[src/rtl/alu_result_select.sv]
// Mode-selected ALU result/carry register with valid/ready handshake and a skid entry.
// Also produces zero/illegal-mode flags and a saturating illegal-mode counter.

module alu_result_select_lane #(
  parameter int WIDTH  = 8,
  parameter int MODE_W = 1,
  parameter int IDX    = 0
) (
  input  logic [MODE_W-1:0] mode,
  input  logic [WIDTH-1:0]  result,
  input  logic              cout,
  output logic              hit,
  output logic [WIDTH-1:0]  result_m,
  output logic              cout_m
);
  localparam logic [MODE_W-1:0] IDX_C = MODE_W'(IDX);

  assign hit      = (mode == IDX_C);
  assign result_m = hit ? result : '0;
  assign cout_m   = hit & cout;
endmodule

module alu_result_select #(
  parameter int WIDTH     = 8,
  parameter int NUM_UNITS = 2,
  parameter int MODE_W    = (NUM_UNITS > 2) ? $clog2(NUM_UNITS) : 1,
  parameter int ERR_CNT_W = 8
) (
  input  logic                       clk,
  input  logic                       reset,
  input  logic                       in_valid,
  output logic                       in_ready,
  input  logic [MODE_W-1:0]          mode,
  input  logic [NUM_UNITS*WIDTH-1:0] unit_result,
  input  logic [NUM_UNITS-1:0]       unit_cout,
  output logic                       out_valid,
  input  logic                       out_ready,
  output logic [WIDTH-1:0]           result_final,
  output logic                       cout_final,
  output logic                       zero_flag,
  output logic                       mode_err,
  output logic [ERR_CNT_W-1:0]       err_count
);
  typedef struct packed {
    logic [WIDTH-1:0] result;
    logic             cout;
    logic             zero;
    logic             err;
  } beat_t;

  logic [NUM_UNITS-1:0][WIDTH-1:0] res_u;
  logic [NUM_UNITS-1:0][WIDTH-1:0] res_m;
  logic [NUM_UNITS-1:0]            cout_m;
  logic [NUM_UNITS-1:0]            hit;

  assign res_u = unit_result;

  for (genvar k = 0; k < NUM_UNITS; k++) begin : g_lane
    alu_result_select_lane #(.WIDTH(WIDTH), .MODE_W(MODE_W), .IDX(k)) u_lane (
      .mode     (mode),
      .result   (res_u[k]),
      .cout     (unit_cout[k]),
      .hit      (hit[k]),
      .result_m (res_m[k]),
      .cout_m   (cout_m[k])
    );
  end

  // Lanes are one-hot masked, so OR-reduction is the mux; no hit means illegal mode.
  beat_t sel;
  always_comb begin
    sel = '0;
    for (int k = 0; k < NUM_UNITS; k++) begin
      sel.result = sel.result | res_m[k];
      sel.cout   = sel.cout | cout_m[k];
    end
    sel.err  = ~|hit;
    sel.zero = (sel.result == '0);
  end

  beat_t out_q, skid_q;
  logic  skid_valid;
  logic  accept, consume;

  assign in_ready = !skid_valid && !reset;
  assign accept   = in_valid && in_ready;
  assign consume  = out_valid && out_ready;

  always_ff @(posedge clk) begin
    if (reset) begin
      out_valid  <= 1'b0;
      out_q      <= '0;
      skid_valid <= 1'b0;
      skid_q     <= '0;
      err_count  <= '0;
    end else begin
      if (skid_valid) begin
        if (consume) begin
          out_q      <= skid_q;
          skid_valid <= 1'b0;
        end
      end else if (accept) begin
        if (!out_valid || consume) begin
          out_q     <= sel;
          out_valid <= 1'b1;
        end else begin
          skid_q     <= sel;
          skid_valid <= 1'b1;
        end
      end else if (consume) begin
        out_valid <= 1'b0;
      end
      if (accept && sel.err && (err_count != '1))
        err_count <= err_count + 1'b1;
    end
  end

  assign result_final = out_q.result;
  assign cout_final   = out_q.cout;
  assign zero_flag    = out_q.zero;
  assign mode_err     = out_q.err;
endmodule
[config.mk]
export PLATFORM = sky130hd
export DESIGN_NAME = alu_result_select
export DESIGN_NICKNAME = d
export VERILOG_FILES = /design/src/rtl/alu_result_select.sv
export SDC_FILE = /design/constraint.sdc
export NUM_CORES = 1
export LEC_CHECK = 0
export CORE_ASPECT_RATIO = 1.75
export CORE_MARGIN = 2
export CORE_UTILIZATION = 43
export CTS_CLUSTER_DIAMETER = 50
export CTS_CLUSTER_SIZE = 40
export DETAILED_ROUTE_END_ITERATION = 12
export PLACE_DENSITY = 0.76
export SLEW_MARGIN = 20
export SYNTH_ARGS = -nofsm -noshare
export SYNTH_HDL_FRONTEND = slang
export SYNTH_HIERARCHICAL = 1
export SYNTH_SLANG_ARGS = --single-unit
[constraint.sdc]
create_clock -name clk -period 2.2 [get_ports clk]
set_clock_uncertainty 0.15 [all_clocks]
set_input_delay 0.44 -clock clk [delete_from_list [all_inputs] [get_ports clk]]
set_output_delay 0.44 -clock clk [all_outputs]
set_load 0.02 [all_outputs]
==> results summary <==
The total via count after detailed routing came out at 1,566. TritonCTS built the clock tree. The headroom to the max-slew limit is 0.777. The biggest area contributor in the post-synthesis netlist is sky130_fd_sc_hd__dfxtp_1.

The largest individual stage delay along the critical path comes from the cell sky130_fd_sc_hd__clkdlybuf4s50_1. Ranked by instance count, the synthesized netlist is headed by sky130_fd_sc_hd__nor2_1, sky130_fd_sc_hd__dfxtp_1, sky130_fd_sc_hd__o21ai_0. Counting along the longest clock path gives a buffer depth of 2. Row generation in the floorplan step produced 29 rows. In this run the power density over the cells is 614 mW/mm^2. The chip width came out at 50.0 um. Entering global routing, the biggest net connects 29 pins. Pin placement for this block handled 44 I/O pins. The layout filler cell count came out at 311. The leakage power total is 0.816 nW. The register area came out at 643 um^2. The first global-routing pass estimated 6420 um of wire. The initial core utilization came out at 0.444. With fillers left out, the area of the finished cells amounts to 0.00230 mm^2. The final hold slack is 0.340 ns. The share of synthesized area in the top cell type comes to 0.402. Setup repair after global routing left no endpoint under its margin. The tree is rooted in a sky130_fd_sc_hd__clkbuf_8. Wires add up to 3690 um. The origin of the worst setup path is in_valid.

The number of port buffers is 43. For the worst setup path, the data required time is 2.27 ns. Setup slack on the critical path of the routed design comes to 0.0488 ns.

The setup slack at placement is -0.375 ns. The total of warnings raised by yosys is 6. The number of CTS-inserted buffers is 5. The synthesized area per cell is 8.01 um^2. The highest net fanout along the worst path is 2.

The actual transition at the worst max-transition pin came out at 0.334 ns. The area growth from synthesis to layout is 44.1%. The share of layout cells above drive strength 1 is 0.136. Summing all multi-input logic gate instances after layout gives 891 um^2. The clock sink total came out at 32. The global routing usage summed across all routing layers is 0.197. The worst hold path belongs to the class reg2reg.

The max-cap check violation count is 0. The number of nets with antenna violations after routing came out at 0. The kind of cell adding the most delay to the critical path is simple AND/OR/NAND/NOR gates. The number of optimization iterations in the first detailed-route pass is 4. The cell area after synthesis is 0.00159 mm^2. After global routing the overflow that remains totals 0. The post-layout total power is 1.41 mW. The final cell count without fillers came out at 303. The number of register bits inferred by synthesis came out at 32. The number of nets in the synthesized netlist is 223.

The count of routing violations after the opening detailed-route iteration is 35. The number of buffers and inverters on the critical path is 1. The number of different library cells in the post-synthesis netlist came out at 33. The element type at the critical path start is an input port. The detailed-route vias per instance is 5.17. For this run, the leading register cell type out of synthesis is sky130_fd_sc_hd__dfxtp_1. The gate count after technology mapping is 199. Clock-pin slew was measured on the worst setup and hold paths at 0.07 ns.

Counting tap cells, the placed design contains a total of 295 instances. For the worst setup path, the data arrival time is 2.23 ns. The estimated wirelength of the detail-placed design is 2760 um. The clock period minus final worst setup slack is 2.15 ns. The startpoint of the most critical hold path is result_final[2]. The final RePlAce weighted congestion came out at 0.816. The fraction of registers with async set or reset after synthesis came out at 0. The number of buffers inserted by hold repair at cts came out at 0. The full die area came out at 0.00423 mm^2. In the post-synthesis netlist, the cell with the most instances is sky130_fd_sc_hd__nor2_1. The number of setup buffers added after CTS is 0.

The core area came out at 0.00359 mm^2. The initial antenna violation count is 0. The net count of the finished layout is 280. The worst setup path is of the in2reg kind. The share of the yosys chip area belonging to registers came out at 0.402. The number of antenna diodes in the final layout is 0.

The maximum clock frequency is 465 MHz. Traced cell by cell, the critical path runs through clkdlybuf4s50_1, or3b_4, or4_4, or3_1, a21oi_1. The worst-case IR drop observed on VDD is 0.000910 V. The flow ran to the end, and the final reports show no timing, DRC or antenna violations. The startpoint identified for the worst register-to-register timing path is err_count[0]. The worst setup path is captured at a register. The final-report hold violation count came to 0. The total number of H-tree levels is 2. The biggest cell delay along the critical path is 0.48 ns.

In this run, synthesis inferred 0 flip-flops with an integrated enable. The number of setup violations in the final report came out at 0. The standard cell area after detailed placement is 0.00217 mm^2. In the routed design, unresolved DRC markers number 0. The vertical die dimension came out at 84.5 um. The summed negative setup slack over all endpoints came out at 0 ns. The utilization after layout is 0.639. The clock reaches the later pin of the worst-skew pair after 0.29 ns.

The number of max-slew violations in the final report came out at 0. The part of the cycle the worst path needs is 0.978. By area the synthesized netlist is led by sky130_fd_sc_hd__dfxtp_1, sky130_fd_sc_hd__nor2_1, sky130_fd_sc_hd__mux2i_1. The via count of the first global-routing pass is 1,509.

In the final routed layout, each cell accounts on average for 12.2 um.
[per-layer routing]
layer  global-route usage  vias up  routed length [um]
met5                    0        -                   0
met4               0.0960        0                  77
met3               0.0516        6                 151
met2                0.346       41                1990
met1                0.211      715                1470
li1                     -      804                   -
[worst min-delay path, stage by stage, from the launching register on]
cell	delay [ns]
sky130_fd_sc_hd__dfxtp_1	0.32
sky130_fd_sc_hd__mux2i_1	0.06
sky130_fd_sc_hd__nor2_1	0.07
[sequential cells by signal, summed over array words and instances (netlist names)]
name          cells
cout_final        1
err_count         8
mode_err          1
out_valid         1
result_final      8
skid_q           11
skid_valid        1
zero_flag         1
[power by group]
part	internal [mW]	switching, mW
logic	0.122	0.110
clock network	0.335	0.233
registers	0.599	0.0110
total	1.06	0.354
[placed cells by master, fill, tap and decap left out, types with 3 or more instances in the layout]
cell and instances:
sky130_fd_sc_hd__nor2_1 35, sky130_fd_sc_hd__dfxtp_1 30, sky130_fd_sc_hd__clkbuf_8 5, sky130_fd_sc_hd__clkdlybuf4s50_1 41, sky130_fd_sc_hd__a21oi_1 7, sky130_fd_sc_hd__nor2b_1 12, sky130_fd_sc_hd__mux2i_1 12, sky130_fd_sc_hd__o21ai_0 15
sky130_fd_sc_hd__nand2_1 14, sky130_fd_sc_hd__or3_1 5, sky130_fd_sc_hd__nor3_1 4, sky130_fd_sc_hd__a211oi_1 11, sky130_fd_sc_hd__nand3_1 3, sky130_fd_sc_hd__nor4_1 6, sky130_fd_sc_hd__buf_4 17, sky130_fd_sc_hd__inv_1 5
sky130_fd_sc_hd__and2_1 10
[cell type report]
| type | count | share of cell area |
|---|---|---|
| Clock inverter | 3 | 0.0185 |
| Timing Repair Buffer | 61 | 0.251 |
| Tap cell | 46 | 0.0251 |
| Multi-Input combinational cell | 151 | 0.388 |
| Sequential cell | 32 | 0.280 |
| Clock buffer | 5 | 0.0300 |
| Inverter | 5 | 0.00817 |
[worst paths after layout]
kind / to / slack, ns / cells past startpoint
max: err_count[6] / 0.05 / 5
min: result_final[2] / 0.34 / 2
min reg2reg: result_final[2] / 0.34 / 2
max reg2reg: err_count[6] / 0.11 / 5
[kinds of logic (layout without fill, tap and decap cells)]
family                   after synthesis  count (layout)  share of synthesized area
AO/OA/AOI/OAI                         38              38                      0.144
buffers and inverters                 16              74                     0.0479
adder cells (fa/ha/maj)                1               1                    0.00785
flip-flops                            32              32                      0.402
XOR/XNOR                               1               1                    0.00550
multiplexers                          13              13                     0.0824
AND/OR/NAND/NOR                       98              98                      0.310
[repair_timing]
| item | 4_1_cts | 5_1_grt |
|---|---|---|
| cloned | 0 | 0 |
| pin swaps | 0 | 0 |
| resized for setup | 2 | 4 |
| setup endpoints to repair | 2 | 5 |
No activity file was read; power rests on OpenSTA's default activity.
